--- config.mk ---
export PLATFORM = sky130hd
export DESIGN_NAME = layer_rr_scheduler
export DESIGN_NICKNAME = d
export VERILOG_FILES = /design/src/rtl/layer_rr_scheduler.sv
export SDC_FILE = /design/constraint.sdc
export NUM_CORES = 1
export LEC_CHECK = 0
export CAP_MARGIN = 30
export CORE_MARGIN = 4
export CORE_UTILIZATION = 45
export DETAILED_ROUTE_END_ITERATION = 8
export PLACE_DENSITY = 0.87
export SLEW_MARGIN = 40
export SYNTH_ARGS = -nofsm -noshare
export SYNTH_HDL_FRONTEND = slang
export SYNTH_SLANG_ARGS = --single-unit
--- constraint.sdc ---
create_clock -name clk -period 4.48 [get_ports clk]
set_input_delay 0.672 -clock clk [delete_from_list [all_inputs] [get_ports clk]]
set_output_delay 0.672 -clock clk [all_outputs]
set_load 0.01 [all_outputs]
--- src/rtl/layer_rr_scheduler.sv ---
// rtl/layer_rr_scheduler.sv - round-robin sharing of one layer engine among R stream requesters
//
// A requester owns the engine for a whole transaction: N input words are
// forwarded to the engine, then M result words are routed back to the same
// requester. The grant register doubles as the round-robin pointer.
//
// Ports
//   clk         clock, all state on rising edge
//   reset       asynchronous active-low reset (engine shares this net)
//   rq_valid    [R]     requester i offers rq_data[i*T +: T]
//   rq_data     [R*T]   packed input words
//   rq_ready    [R]     input word of requester i accepted
//   rs_valid    [R]     result word valid for requester i
//   rs_data     [T]     shared result bus, qualified by rs_valid
//   rs_ready    [R]     requester i accepts result word
//   l_s_valid   engine s_valid
//   l_data_in   [T]     engine data_in
//   l_s_ready   engine s_ready
//   l_m_valid   engine m_valid
//   l_data_out  [T]     engine data_out
//   l_m_ready   engine m_ready
//   grant       [logR]  owning requester (meaningful while busy)
//   busy        transaction in progress
//   done_cnt    [R*16]  per-requester completed transactions, wrapping

module layer_rr_scheduler #(
  parameter int M    = 4,
  parameter int N    = 4,
  parameter int T    = 16,
  parameter int R    = 2,
  parameter int logR = (R > 1) ? $clog2(R) : 1,
  parameter int logN = $clog2(N + 1),
  parameter int logM = $clog2(M + 1)
) (
  input  logic            clk,
  input  logic            reset,
  input  logic [R-1:0]    rq_valid,
  input  logic [R*T-1:0]  rq_data,
  output logic [R-1:0]    rq_ready,
  output logic [R-1:0]    rs_valid,
  output logic [T-1:0]    rs_data,
  input  logic [R-1:0]    rs_ready,
  output logic            l_s_valid,
  output logic [T-1:0]    l_data_in,
  input  logic            l_s_ready,
  input  logic            l_m_valid,
  input  logic [T-1:0]    l_data_out,
  output logic            l_m_ready,
  output logic [logR-1:0] grant,
  output logic            busy,
  output logic [R*16-1:0] done_cnt
);

  typedef enum logic [1:0] {IDLE, FEED, DRAIN} state_t;

  state_t          state, state_d;
  logic [logR-1:0] grant_d;
  logic            busy_d;
  logic [logN-1:0] in_cnt, in_cnt_d;
  logic [logM-1:0] out_cnt, out_cnt_d;
  logic            done_inc;
  logic [15:0]     done_q [R];
  logic [T-1:0]    rq_words [R];
  logic [logR-1:0] pick;
  logic            found;

  for (genvar g = 0; g < R; g++) begin : g_unpack
    assign rq_words[g]           = rq_data[g*T +: T];
    assign done_cnt[g*16 +: 16]  = done_q[g];
  end

  assign rs_data = l_data_out;

  // Search (grant+1)%R ... grant; the sum stays below 2R so one
  // conditional subtraction is enough for the modulo.
  always_comb begin : arb
    logic [logR:0] cand;
    pick  = grant;
    found = 1'b0;
    cand  = '0;
    for (int k = 1; k <= R; k++) begin
      cand = {1'b0, grant} + (logR + 1)'(k);
      if (cand >= (logR + 1)'(R)) cand = cand - (logR + 1)'(R);
      if (!found && rq_valid[cand[logR-1:0]]) begin
        pick  = cand[logR-1:0];
        found = 1'b1;
      end
    end
  end

  always_comb begin
    state_d   = state;
    grant_d   = grant;
    busy_d    = busy;
    in_cnt_d  = in_cnt;
    out_cnt_d = out_cnt;
    done_inc  = 1'b0;
    rq_ready  = '0;
    rs_valid  = '0;
    l_s_valid = 1'b0;
    l_m_ready = 1'b0;
    l_data_in = rq_words[grant];

    case (state)
      IDLE: begin
        if (found) begin
          grant_d   = pick;
          in_cnt_d  = '0;
          out_cnt_d = '0;
          busy_d    = 1'b1;
          state_d   = FEED;
        end
      end
      FEED: begin
        l_s_valid       = rq_valid[grant];
        rq_ready[grant] = l_s_ready;
        rs_valid[grant] = l_m_valid;
        l_m_ready       = rs_ready[grant];
        if (l_s_valid && l_s_ready) begin
          in_cnt_d = in_cnt + 1'b1;
          if (in_cnt == logN'(N - 1)) state_d = DRAIN;
        end
      end
      DRAIN: begin
        rs_valid[grant] = l_m_valid;
        l_m_ready       = rs_ready[grant];
      end
      default: state_d = IDLE;
    endcase

    // Result beats are honoured in FEED as well; the final one ends the
    // transaction regardless of which of the two states it lands in.
    if (state != IDLE && l_m_valid && l_m_ready) begin
      out_cnt_d = out_cnt + 1'b1;
      if (out_cnt == logM'(M - 1)) begin
        done_inc = 1'b1;
        busy_d   = 1'b0;
        state_d  = IDLE;
      end
    end
  end

  always_ff @(posedge clk or negedge reset) begin
    if (!reset) begin
      state   <= IDLE;
      grant   <= logR'(R - 1);
      busy    <= 1'b0;
      in_cnt  <= '0;
      out_cnt <= '0;
      for (int r = 0; r < R; r++) done_q[r] <= '0;
    end else begin
      state   <= state_d;
      grant   <= grant_d;
      busy    <= busy_d;
      in_cnt  <= in_cnt_d;
      out_cnt <= out_cnt_d;
      if (done_inc) done_q[grant] <= done_q[grant] + 16'd1;
    end
  end

endmodule
After elaboration in Yosys (flattened, before gate mapping). Cells that the tools add are included.

Bits in registers: 42. Input bits: 56. Word-level logic and storage cells: 94.

Add/sub/neg operators: 7. Magnitude comparators: 8. Eq/ne operators: 6. Multiplexer cells: 46. Bitwise operators: 3. Reduce and logical (&&, ||, !) cells: 17.

Operators with widths (number): $mux W16 (7); $bwmux W32 (1); $mux W1 (23); $add A16 B1 Y16 const B (1); $demux W16 S1 (1); $mux W2 (7); $mux W3 (4); $reduce_bool A2 Y1 (5); $add A3 B1 Y3 const B (2); $eq A3 B2 Y1 const B (2); $ge A2 B2 Y1 const B (3); $logic_and A1 B1 Y1 (6); $lt A1 B2 Y1 const B (3); $pmux W2 S3 (1); $pmux W3 S2 (1); $reduce_and A3 Y1 (2); $and A2 B2 Y2 (2); $ne A2 B2 Y1 const B (2); $add A1 B1 Y2 const B (1); $add A1 B2 Y2 const B (1); $eq A2 B1 Y1 const B (1); $eq A2 B2 Y1 const B (1); $logic_not A2 Y1 (1); $lt A2 B1 Y1 const B (1); other kinds (7) (8).

Logic depth before layout (Yosys ltp).
Depth after elaboration: 13. Depth in mapped cells: 10. Depth with buffers taken out: 6.

Worst setup path after synthesis. Ideal clock, no wire load.

Path kind: register -> register. Start: reg grant. End: reg done_q (netlist bit done_cnt[10]). Arrival: 2.131 ns. Data required time: 4.400 ns. Setup slack: 2.270 ns. Cell stages (with the launch flop): 11. Path buffers: 4. Period minus slack after synthesis: 2.210 ns. Cell sequence: dfstp_2 > buf_6 > buf_12 > buf_6 > buf_2 > mux2_2 > ha_1 > inv_1 > a211oi_4 > nand4_1 > xnor2_1.

Word-level cells in the longest chain between the ends: 6.

Ends and longest elaborated chain: start: declaration (RTL line 49) `output logic [logR-1:0] grant,`; start signal: assignment (RTL line 146) `grant <= logR'(R - 1);`; start signal: assignment (RTL line 153) `grant <= grant_d;`; $not A1 Y2 (implied by the code) (RTL line 157) `if (done_inc) done_q[grant] <= done_q[grant] + 16'd1;`; $mux W16 (implied by the code), or another cell as far along (RTL line 157); $mux W16 (implied by the code) or $logic_and A1 B1 Y1 (tied branches) (RTL line 157); $mux W16 (implied by the code) (RTL line 157); $add A16 B1 Y16 or $demux W16 S1 (tied branches) (RTL line 157); $bwmux W32 (RTL line 157); end signal: indexed assignment (RTL line 157); end: declaration (RTL line 62) `logic [15:0] done_q [R];`.

Several ways; a longest one is shown, not always the timed one. The select of a mux whose other input is x is not followed. A chain may end at the register's enable or synchronous reset.

Worst setup path after layout.
Start: reg grant. End: out l_data_in[4].

Word-level cells in the longest chain between the ends: 4.

Ends and longest elaborated chain: $not A1 Y2 (implied by the code) (RTL line 102) `l_data_in = rq_words[grant];`; $mux W16 (implied by the code) (3 in a row) (RTL line 102); end: declaration (RTL line 44) `output logic [T-1:0] l_data_in,`.

No other way between the ends. The select of a mux whose other input is x is not followed.

==> flow_metrics.py <==
metrics = {
    "critical_path": {
        "r2r_end": "done_cnt[30]$_DFFE_PN0P_",
        "crit_chain": "buf_4 > mux2_2 > clkdlybuf4s50_1",
        "rr_startpoint": "grant$_DFFE_PN1P_",
        "crit_buf_inv": 2,
        "required_ns": 3.81,
        "crit_start": "grant$_DFFE_PN1P_",
        "cp_slowest_cell": "dfstp_2",
        "cp.depth": 3,
        "r2r_cells": 6,
        "worst-path-max-fanout": 23,
        "path_class": "reg -> out",
        "start_kind": "flop",
        "worstPathArrival_ns": 2.49,
        "end_kind": "output port",
        "reg2reg_slack_ns": 2.24,
        "critPathTopFamily": "flip-flops",
        "cp_slowest_stage_delay_ns": 0.90,
        "cp-endpoint": "l_data_in[4]",
    },
    "global_route": {
        "grt_pass1_vias": 2209,
        "grt_max_degree": 43,
        "use_met3": 0.04515,
        "antenna_found_initial": 0,
        "grt_pass1_wl_mm": 11.15,
        "busiest_layer": "met2",
        "gr-total-overflow": 0,
        "track_usage": 0.1902,
        "use_met2": 0.3206,
        "gr-usage-met1": 0.2386,
    },
    "cts": {
        "clock_latency_ns": 0.31,
        "cts_tree": "done",
        "htree_levels": 2,
        "clock_path_buffers": 2,
        "post-cts-setup-buffer-count": 0,
        "clk_root_buffer_cell": "clkbuf_8",
        "cts_made_buffers": 5,
        "path_clk_slew_ns": 0.09,
        "post_cts_resized": 0,
        "holdBufCountCts": 0,
        "clock_sinks": 42,
    },
    "layout": {
        "area_delta_synth_final_pct": 36.47,
        "layout-drive-gt1-share": 0.1625,
        "final_area_sq_um": 3722,
        "n_antenna_cell": 0,
        "finalNetCount": 384,
    },
    "yosys": {
        "synth_cells": 240,
        "synth.distinct_cells": 49,
        "avgSynthCellArea_sq_um": 11.37,
        "ys_seq_area_frac": 0.3858,
        "synth.ff_latch_count": 42,
        "synth-warning-count": 0,
        "syn_nets": 305,
        "syn_area_sq_um": 2728,
    },
    "detailed_routing": {
        "routedWlPerCell_um": 16.84,
        "drt_first_iter_violations": 95,
        "num_vias": 2034,
        "ant_nets": 0,
        "dr.pass1.iters": 4,
        "routed_wl_mm": 6.651,
        "drc": 0,
        "avgViaCountPerCell": 5.149,
    },
    "floorplanning": {
        "num_rows": 28,
        "coreArea_sq_um": 5886,
        "chipHeight_um": 85.86,
        "initial_utilization": 0.4634,
        "die-area_sq_um": 7371,
        "io_pins": 128,
        "dieWidth_um": 85.86,
    },
    "run_status": {
        "status": "completed",
    },
    "hold_path": {
        "hp-class": "in -> async",
    },
    "timing": {
        "period_needed_ns": 3.158,
        "max_freq_mhz": 316.6,
        "max-slew-margin-rel": 0.6228,
        "worstMarginPinSlew_ns": 0.5658,
        "tns_ns": 0,
        "period_share": 0.7049,
        "slew_viol_final": 0,
        "setup_viol": 0,
        "rsz0062_at_grt": "false",
        "hold_viol_final": 0,
        "finClkSkew_ns": 0.01258,
    },
    "pwr": {
        "combPwrFrac": 0.401,
        "seqPwrFrac": 0.338,
        "switching_share": 0.3171,
        "p_per_area_nw_per_um2": 371.7,
        "peakVddDrop_v": 0.0002117,
        "power_leakage_nw": 1.601,
        "netSwitchingPower_w": 0.0004387,
        "power_frac_clock": 0.262,
        "power.internal_w": 0.0009447,
    },
    "placed_design": {
        "dpl-instance-area_sq_um": 3585,
        "dp_hpwl_mm": 5.141,
        "gp_congestion": 0.8740,
        "port_buffers": 95,
    },
    "job": {
        "drv_cap": 0,
    },
}
state kept, by name, indices dropped and copies added (netlist names):
| signal | flops |
|---|---|
| done_cnt | 32 |
| in_cnt | 3 |
| out_cnt | 3 |
| state | 2 |
| busy | 1 |
| grant | 1 |
power by group through the flow:
| stage | logic [W] | clock network (W) | registers, W |
|---|---|---|---|
| after global placement | 0.000535 | 0 | 0.000471 |
| final | 0.000555 | 0.000362 | 0.000467 |
| after global routing | 0.000598 | 0.000381 | 0.000474 |
| after floorplan | 0.000409 | 0 | 0.000434 |
| after CTS | 0.000558 | 0.000365 | 0.000467 |
| after detailed placement | 0.000556 | 0 | 0.000475 |
synth_stat cells (all sizes together):
library cell,number,area share
a211oi,2,0.010
buf,23,0.069
ha,9,0.041
a21o,1,0.0028
a21oi,4,0.0073
dfrtp,41,0.38
dfstp,1,0.0096
a22oi,3,0.018
nand2,19,0.029
a31oi,1,0.0023
nor4b,2,0.017
clkbuf,1,0.0014
nand3b,5,0.023
nand4,15,0.037
nor3,2,0.0096
mux2,22,0.092
nand4b,4,0.021
nor2b,2,0.0046
inv,7,0.0096
and2,3,0.0069
a221oi,1,0.0032
nand3,16,0.039
a2111oi,2,0.0092
and3,2,0.0046
o22ai,1,0.0023
nor2,9,0.019
o21ai,6,0.011
mux2i,5,0.023
xor2,4,0.013
xnor2,26,0.083
nand2b,1,0.0050
cell usage in the layout (no fill, tap or decap), types with 2 or more instances in the layout:
master	count
a22oi_4	2
xor2_1	4
nand4_1	14
and3_1	2
nor2_1	6
nand2_1	18
bufinv_16	2
mux2_2	19
nand3b_4	2
nor2_4	2
mux2_1	2
o21ai_0	6
inv_1	7
nand4b_1	2
nand3_1	14
clkbuf_8	5
buf_4	2
nand3b_1	3
xnor2_1	26
clkdlybuf4s50_1	94
ha_1	9
nor4b_4	2
and2_1	3
a21oi_1	4
dfrtp_1	41
nor2b_1	2
nand3_4	2
mux2i_1	4
stage by stage:
step,std cells,utilization,total power [W],setup WS [ns],hold WS (ns)
2_1_floorplan,240,-,0.0008433,2.270,0.3764
3_3_place_gp,387,0.6086,0.001006,1.719,0.4648
3_5_place_dp,387,0.6091,0.001030,1.651,0.4658
4_1_cts,395,0.6324,0.001390,1.323,0.3687
5_1_grt,395,0.6324,0.001453,1.251,0.3743
6_report,395,0.6324,0.001383,1.322,0.3403
worst min-delay path by stage:
stage / start / to / slack, ns / cells after the start
after floorplan: reset / busy$_DFF_PN0_ / 0.38 / 0
after global placement: done_cnt[15]$_DFFE_PN0P_ / done_cnt[15]$_DFFE_PN0P_ / 0.46 / 1
after detailed placement: done_cnt[15]$_DFFE_PN0P_ / done_cnt[15]$_DFFE_PN0P_ / 0.47 / 1
after CTS: reset / done_cnt[15]$_DFFE_PN0P_ / 0.37 / 1
after global routing: reset / done_cnt[16]$_DFFE_PN0P_ / 0.37 / 1
final: reset / done_cnt[16]$_DFFE_PN0P_ / 0.34 / 1
kinds of logic after synthesis:
family | synth area share
AND/OR/NAND/NOR | 0.2147
flip-flops | 0.3858
buffers and inverters | 0.08028
XOR/XNOR | 0.09633
multiplexers | 0.1151
AO/OA/AOI/OAI | 0.06652
adder cells (fa/ha/maj) | 0.04129
area by class of cell:
class	count	area, sq um
inverter	7	26.28
sequential	42	1052
multi-input combinational	167	1456
clock inverter	3	68.82
timing repair buffer	96	955.9
tap	75	93.84
clock buffer	5	68.82
fill	471	2163
routing by layer:
layer  share of wire  up-vias
met5               0        -
met3           0.046       13
met2            0.51       47
met1            0.42      982
li1                -      992
met4           0.022        0
No activity file was read; power rests on OpenSTA's default activity.
